**config.mk**
```make
export PLATFORM = sky130hd
export DESIGN_NAME = bitstream_decoder
export DESIGN_NICKNAME = d
export VERILOG_FILES = /design/src/rtl/bitstream_pkg.sv /design/src/rtl/down_counter.sv /design/src/rtl/sipo_shiftreg.sv /design/src/rtl/bitstream_decoder.sv
export SDC_FILE = /design/constraint.sdc
export NUM_CORES = 1
export LEC_CHECK = 0
export ABC_CLOCK_PERIOD_IN_PS = 6190
export CAP_MARGIN = 20
export CORE_UTILIZATION = 27
export CTS_CLUSTER_DIAMETER = 80
export DETAILED_ROUTE_END_ITERATION = 16
export GPL_TIMING_DRIVEN = 0
export PLACE_DENSITY_LB_ADDON = 0.3
export SETUP_SLACK_MARGIN = 0.15
export SYNTH_ARGS = -nofsm -noshare
export SYNTH_HDL_FRONTEND = slang
export SYNTH_SLANG_ARGS = --single-unit
```
**constraint.sdc**
```tcl
create_clock -name clk -period 6.19 [get_ports clk]
set_input_delay 0.9285 -clock clk [delete_from_list [all_inputs] [get_ports clk]]
set_output_delay 0.9285 -clock clk [all_outputs]
set_load 0.02 [all_outputs]
```
**src/rtl/bitstream_pkg.sv**
```systemverilog
// Shared types and field widths for the serial packet link.
// Used by the receive-side decoder and its primitives.
package bitstream_pkg;

    localparam int PID_BITS  = 8;
    localparam int ADDR_BITS = 7;
    localparam int ENDP_BITS = 4;
    localparam int DATA_BITS = 64;
    localparam int CNT_BITS  = 7;

    typedef enum logic [3:0] {
        PID_OUT   = 4'b0001,
        PID_IN    = 4'b1001,
        PID_DATA0 = 4'b0011,
        PID_ACK   = 4'b0010,
        PID_NAK   = 4'b1010
    } pid_t;

    typedef enum logic [2:0] {
        ST_IDLE,
        ST_RECV_PID,
        ST_RECV_ADDR,
        ST_RECV_ENDP,
        ST_RECV_DATA,
        ST_DRAIN
    } dec_state_t;

    function automatic logic pid_known(input logic [3:0] p);
        case (p)
            PID_OUT, PID_IN, PID_DATA0,
            PID_ACK, PID_NAK: return 1'b1;
            default:          return 1'b0;
        endcase
    endfunction

endpackage

```
**src/rtl/down_counter.sv**
```systemverilog
// Loadable down-counter; load wins over decrement.
module down_counter #(
    parameter int W = 7
) (
    input  logic         clk,
    input  logic         rst_n,
    input  logic         load,
    input  logic         dec,
    input  logic [W-1:0] d,
    output logic [W-1:0] q
);

    always_ff @(posedge clk or negedge rst_n) begin
        if (!rst_n) begin
            q <= '0;
        end else if (load) begin
            q <= d;
        end else if (dec) begin
            q <= q - W'(1);
        end
    end

endmodule

```
**src/rtl/sipo_shiftreg.sv**
```systemverilog
// Serial-in parallel-out register; bits arrive LSB first,
// so each new bit enters at the MSB and the word shifts right.
module sipo_shiftreg #(
    parameter int W = 8
) (
    input  logic         clk,
    input  logic         rst_n,
    input  logic         en,
    input  logic         din,
    output logic [W-1:0] q
);

    always_ff @(posedge clk or negedge rst_n) begin
        if (!rst_n) begin
            q <= '0;
        end else if (en) begin
            q <= {din, q[W-1:1]};
        end
    end

endmodule

```
**src/rtl/bitstream_decoder.sv**
```systemverilog
// Serial packet receiver: rebuilds PID/addr/endp/data fields,
// checks the PID and holds good packets behind pktready/gotpkt.
module bitstream_decoder
    import bitstream_pkg::*;
(
    input  logic                 clk,
    input  logic                 rst_L,
    input  logic                 inb,
    input  logic                 sending,
    input  logic                 pause,
    input  logic                 gotpkt,
    output logic [3:0]           pid,
    output logic [ADDR_BITS-1:0] addr,
    output logic [ENDP_BITS-1:0] endp,
    output logic [DATA_BITS-1:0] data,
    output logic                 pktready,
    output logic                 pid_err,
    output logic                 frame_err,
    output logic                 overrun
);

    dec_state_t r_state, w_next;
    logic r_drain_err, w_drain_err;

    logic [PID_BITS-1:0]  w_pid_sr, w_pid_byte;
    logic [ADDR_BITS-1:0] w_addr_sr;
    logic [ENDP_BITS-1:0] w_endp_sr, w_endp_full;
    logic [DATA_BITS-1:0] w_data_sr, w_data_full;
    logic [CNT_BITS-1:0]  w_cnt, w_cnt_d;
    logic [3:0]           w_pid_cur;

    logic w_sample, w_last, w_pid_ok, w_complete;
    logic w_cnt_load, w_cnt_dec;
    logic w_pid_en, w_addr_en, w_endp_en, w_data_en;
    logic w_load, w_pid_err, w_frame_err, w_overrun;
    logic w_unused_lsbs;

    sipo_shiftreg #(.W(PID_BITS)) u_pid_sr (
        .clk(clk), .rst_n(rst_L), .en(w_pid_en),
        .din(inb), .q(w_pid_sr)
    );
    sipo_shiftreg #(.W(ADDR_BITS)) u_addr_sr (
        .clk(clk), .rst_n(rst_L), .en(w_addr_en),
        .din(inb), .q(w_addr_sr)
    );
    sipo_shiftreg #(.W(ENDP_BITS)) u_endp_sr (
        .clk(clk), .rst_n(rst_L), .en(w_endp_en),
        .din(inb), .q(w_endp_sr)
    );
    sipo_shiftreg #(.W(DATA_BITS)) u_data_sr (
        .clk(clk), .rst_n(rst_L), .en(w_data_en),
        .din(inb), .q(w_data_sr)
    );
    down_counter #(.W(CNT_BITS)) u_cnt (
        .clk(clk), .rst_n(rst_L), .load(w_cnt_load),
        .dec(w_cnt_dec), .d(w_cnt_d), .q(w_cnt)
    );

    // Field values including the bit being sampled this cycle.
    assign w_pid_byte  = {inb, w_pid_sr[PID_BITS-1:1]};
    assign w_endp_full = {inb, w_endp_sr[ENDP_BITS-1:1]};
    assign w_data_full = {inb, w_data_sr[DATA_BITS-1:1]};
    assign w_unused_lsbs = w_endp_sr[0] ^ w_data_sr[0];

    assign w_sample  = sending & ~pause;
    assign w_last    = (w_cnt == CNT_BITS'(1));
    assign w_pid_cur = (r_state == ST_RECV_PID) ?
                       w_pid_byte[3:0] : w_pid_sr[3:0];
    assign w_pid_ok  = (w_pid_byte[7:4] == ~w_pid_byte[3:0]) &&
                       pid_known(w_pid_byte[3:0]);

    always_comb begin
        w_next      = r_state;
        w_drain_err = r_drain_err;
        w_cnt_load  = 1'b0;
        w_cnt_dec   = 1'b0;
        w_cnt_d     = '0;
        w_pid_en    = 1'b0;
        w_addr_en   = 1'b0;
        w_endp_en   = 1'b0;
        w_data_en   = 1'b0;
        w_complete  = 1'b0;
        w_load      = 1'b0;
        w_pid_err   = 1'b0;
        w_frame_err = 1'b0;
        w_overrun   = 1'b0;
        case (r_state)
            ST_IDLE: begin
                w_drain_err = 1'b0;
                if (w_sample) begin
                    w_next     = ST_RECV_PID;
                    w_pid_en   = 1'b1;
                    w_cnt_load = 1'b1;
                    w_cnt_d    = CNT_BITS'(7);
                end
            end
            ST_RECV_PID: begin
                if (!sending) begin
                    w_frame_err = 1'b1;
                    w_next      = ST_IDLE;
                end else if (w_sample) begin
                    w_pid_en  = 1'b1;
                    w_cnt_dec = !w_last;
                    if (w_last && !w_pid_ok) begin
                        w_pid_err = 1'b1;
                        w_next    = ST_DRAIN;
                    end else if (w_last) begin
                        case (w_pid_byte[3:0])
                            PID_ACK, PID_NAK: w_complete = 1'b1;
                            PID_OUT, PID_IN: begin
                                w_next     = ST_RECV_ADDR;
                                w_cnt_load = 1'b1;
                                w_cnt_d    = CNT_BITS'(ADDR_BITS);
                            end
                            default: begin
                                w_next     = ST_RECV_DATA;
                                w_cnt_load = 1'b1;
                                w_cnt_d    = CNT_BITS'(DATA_BITS);
                            end
                        endcase
                    end
                end
            end
            ST_RECV_ADDR: begin
                if (!sending) begin
                    w_frame_err = 1'b1;
                    w_next      = ST_IDLE;
                end else if (w_sample) begin
                    w_addr_en = 1'b1;
                    w_cnt_dec = !w_last;
                    if (w_last) begin
                        w_next     = ST_RECV_ENDP;
                        w_cnt_load = 1'b1;
                        w_cnt_d    = CNT_BITS'(ENDP_BITS);
                    end
                end
            end
            ST_RECV_ENDP: begin
                if (!sending) begin
                    w_frame_err = 1'b1;
                    w_next      = ST_IDLE;
                end else if (w_sample) begin
                    w_endp_en  = 1'b1;
                    w_cnt_dec  = !w_last;
                    w_complete = w_last;
                end
            end
            ST_RECV_DATA: begin
                if (!sending) begin
                    w_frame_err = 1'b1;
                    w_next      = ST_IDLE;
                end else if (w_sample) begin
                    w_data_en  = 1'b1;
                    w_cnt_dec  = !w_last;
                    w_complete = w_last;
                end
            end
            ST_DRAIN: begin
                if (!sending) begin
                    w_next      = ST_IDLE;
                    w_drain_err = 1'b0;
                end else if (w_sample && !r_drain_err) begin
                    w_frame_err = 1'b1;
                    w_drain_err = 1'b1;
                end
            end
            default: w_next = ST_IDLE;
        endcase
        if (w_complete) begin
            w_next = sending ? ST_DRAIN : ST_IDLE;
            if (!pktready || gotpkt) begin
                w_load = 1'b1;
            end else begin
                w_overrun = 1'b1;
            end
        end
    end

    always_ff @(posedge clk or negedge rst_L) begin
        if (!rst_L) begin
            r_state     <= ST_IDLE;
            r_drain_err <= 1'b0;
        end else begin
            r_state     <= w_next;
            r_drain_err <= w_drain_err;
        end
    end

    always_ff @(posedge clk or negedge rst_L) begin
        if (!rst_L) begin
            pid       <= '0;
            addr      <= '0;
            endp      <= '0;
            data      <= '0;
            pktready  <= 1'b0;
            pid_err   <= 1'b0;
            frame_err <= 1'b0;
            overrun   <= 1'b0;
        end else begin
            pid_err   <= w_pid_err;
            frame_err <= w_frame_err;
            overrun   <= w_overrun;
            if (w_load) begin
                pid      <= w_pid_cur;
                addr     <= (r_state == ST_RECV_ENDP) ? w_addr_sr : '0;
                endp     <= (r_state == ST_RECV_ENDP) ? w_endp_full : '0;
                data     <= (r_state == ST_RECV_DATA) ? w_data_full : '0;
                pktready <= 1'b1;
            end else if (gotpkt) begin
                pktready <= 1'b0;
            end
        end
    end

endmodule

```
==> metrics <==
outcome finished, violations left; violated checks design-rule violations; GP Congestion 0.793; fin crit share 49.9%; Layout area overhead 26.5%; remaining design rule violation count 8; Critical Path AT 3380 ps; std cell rows 59; post-DR vias/cell 4.53; DP Wirelength 10.9 mm; Initial DRC Count 363; PD cells 328 nW/um^2; DP Area 8620 sq um; Worst-Skew Late Latency 420 ps; r2r startpoint u_pid_sr.q[2]$_DFFE_PN0P_; Max Cap Viol 0; htree depth 4; detailed-route via count 5030; FF+latch count, synth 175; grt ovf 0; IO Port Bufs 88; highest routed layer met4; dominant synthesized flop cell dfrtp_1; Max Fclk 324 MHz; max-slew violations 0; drt first pass iters 10; final WL 16.2 mm; Antenna Cells 0; Inserted Clock Buffers 17; Worst setup EP type flop; hold violation total from the final report 0; vias in the first global route 5175; fin nets 771; # setup viols final 0; DIE AREA 27700 sq um; critical path type in2reg; CORE AREA 26300 sq um; FF-to-FF path depth 8; min-delay src data[24]$_DFFE_PN0P_; RR Endpoint data[46]$_DFFE_PN0P_; Final ANT Viol Nets 0; met3 wire length 526 um; synth warn 0; IO Pins 89; Die Width 166 um; worst hold path endpoint data[24]$_DFFE_PN0P_; largest net degree at the start of global routing 96; Synth cell types 54; r2r setup slk 3650 ps; Yosys top cell by area dfrtp_1; CTS root buffer clkbuf_16; Setup crit start kind input pin; Synth Cell Area 7290 sq um; final setup skew 13.5 ps; largest cells by area after synthesis dfrtp_1 (60%), mux2_2 (12%), nand2_1 (8.6%); hold path cells 2; fraction of layout cells with a size suffix above 1 18.1%; Syn Area/Cell 11.1 sq um; final instance area 9220 sq um; M1 wire length 8.04 mm; Post-synth EDFFs 0; antenna violations before repair 0; maximum clock path buffer count 2; starting density of the core 27.7%; Non-Filler Instances 1110; CP required 6480 ps; clk slew on worst S/H paths 70 ps; Leakage 4.04 nW; CTS Sinks 175; GRT Total Usage 12.4%; crit path max fanout 10; RSZ-0062 raised after global routing no; Post-CTS Setup Bufs 0; syn nets 663; Inst Count DP 1079; Post-CTS Hold Fix Bufs 0; Max VDD drop 172 uV; slew at the pin closest to its max-slew limit 908 ps; TritonCTS clock tree yes; Cells after Synth 655; Met2 Wirelength 7.47 mm; ys async rst share 100%; Post-CTS Resized 0; Min-Delay Path Class reg2reg; first-pass GRT wire length 27.4 mm; Synth top area share 60.1%; WL/cell 14.6 um; post-synthesis sequential area ratio 60.1%; max_slew headroom 39.0%; setup TNS 0 ps; chip height 166 um; Tmin final 3090 ps
## cells by family after synthesis
kind of cell	Yosys count	synth area share [%]
flip-flops	175	60.1
AO/OA/AOI/OAI	120	9.64
multiplexers	83	12.8
XOR/XNOR	7	0.841
adder cells (fa/ha/maj)	2	0.343
AND/OR/NAND/NOR	224	13.5
buffers and inverters	44	2.85
## sequential cells by signal (all words and copies together) (netlist names)
| register | cells |
|---|---|
| addr | 7 |
| data | 64 |
| endp | 4 |
| frame_err | 1 |
| overrun | 1 |
| pid | 4 |
| pid_err | 1 |
| pktready | 1 |
| r_drain_err | 1 |
| r_state | 3 |
| u_addr_sr.q | 7 |
| u_cnt.q | 7 |
| u_data_sr.q | 63 |
| u_endp_sr.q | 3 |
| u_pid_sr.q | 8 |
## worst max-delay path by stage
| stage | start | endpoint | slack, ps |
|---|---|---|---|
| finish | inb | data[47]$_DFFE_PN0P_ | 3100 |
| global route | inb | data[50]$_DFFE_PN0P_ | 2880 |
| CTS | inb | data[47]$_DFFE_PN0P_ | 3090 |
| detailed placement | inb | data[42]$_DFFE_PN0P_ | 2640 |
| floorplan | inb | data[41]$_DFFE_PN0P_ | 3750 |
| global placement | rst_L | data[33]$_DFFE_PN0P_ | -3290 |
## layout by cell type, fill, tap and decap left out, types with 6 or more instances in the layout
cell             instances
a21oi_1                 10
nor2_1                  15
buf_2                   10
clkbuf_1                24
inv_1                    6
clkbuf_16               17
o21ai_1                 20
nand2b_1                 7
xor2_1                   6
o21ai_0                 66
nand2_1                168
clkdlybuf4s50_1         87
dfrtp_1                175
mux2_2                  80
## critical path: stages
cell and delay, ps:
clkdlybuf4s50_1 650, xor2_1 180, nand4_1 280, nor3_1 500
o311ai_4 220, buf_6 210, buf_6 140, buf_6 140
nand2_1 60, o21ai_1 50
## synthesized netlist by cell type (3+ instances only)
cell,instances
dfrtp_1,175
nand2_1,168
mux2_2,80
o21ai_0,66
clkbuf_1,24
o21ai_1,20
nor2_1,15
a21oi_1,10
buf_2,10
nand2b_1,7
inv_1,6
xor2_1,6
buf_6,4
nor3_1,4
mux2i_1,3
nand3_1,3
nor2b_1,3
nor3b_1,3
or2_2,3
## per-stage QoR
step | worst slack (ps) | util, % | hold WS, ps | total power, mW
after detailed placement | 2640 | 32.8 | 469 | 1.95
after global routing | 2880 | 35.1 | 504 | 3.19
after global placement | -3290 | 32.7 | 466 | 1.94
after floorplan | 3750 | - | 479 | 1.75
after CTS | 3090 | 35.1 | 485 | 3.07
final | 3100 | 35.1 | 482 | 3.02
## layout make-up
| class | count | area, sq um |
|---|---|---|
| clock inverter | 14 | 174 |
| buffer | 38 | 185 |
| tap | 335 | 419 |
| multi-input combinational | 436 | 2710 |
| timing repair buffer | 89 | 913 |
| sequential | 175 | 4380 |
| fill | 2649 | 17100 |
| inverter | 6 | 22.5 |
| clock buffer | 17 | 425 |
## report_power, final
part | internal [mW] | switching, mW | total, mW
clock network | 0.609 | 0.493 | 1.10
logic | 0.250 | 0.377 | 0.627
registers | 1.22 | 0.0719 | 1.29
## layer usage
metal,vias up,global-route usage [%]
met3,9,2.62
li1,2454,-
met5,-,0
met2,72,19.9
met1,2495,17.0
met4,0,3.62
No activity file was read; power rests on OpenSTA's default activity.
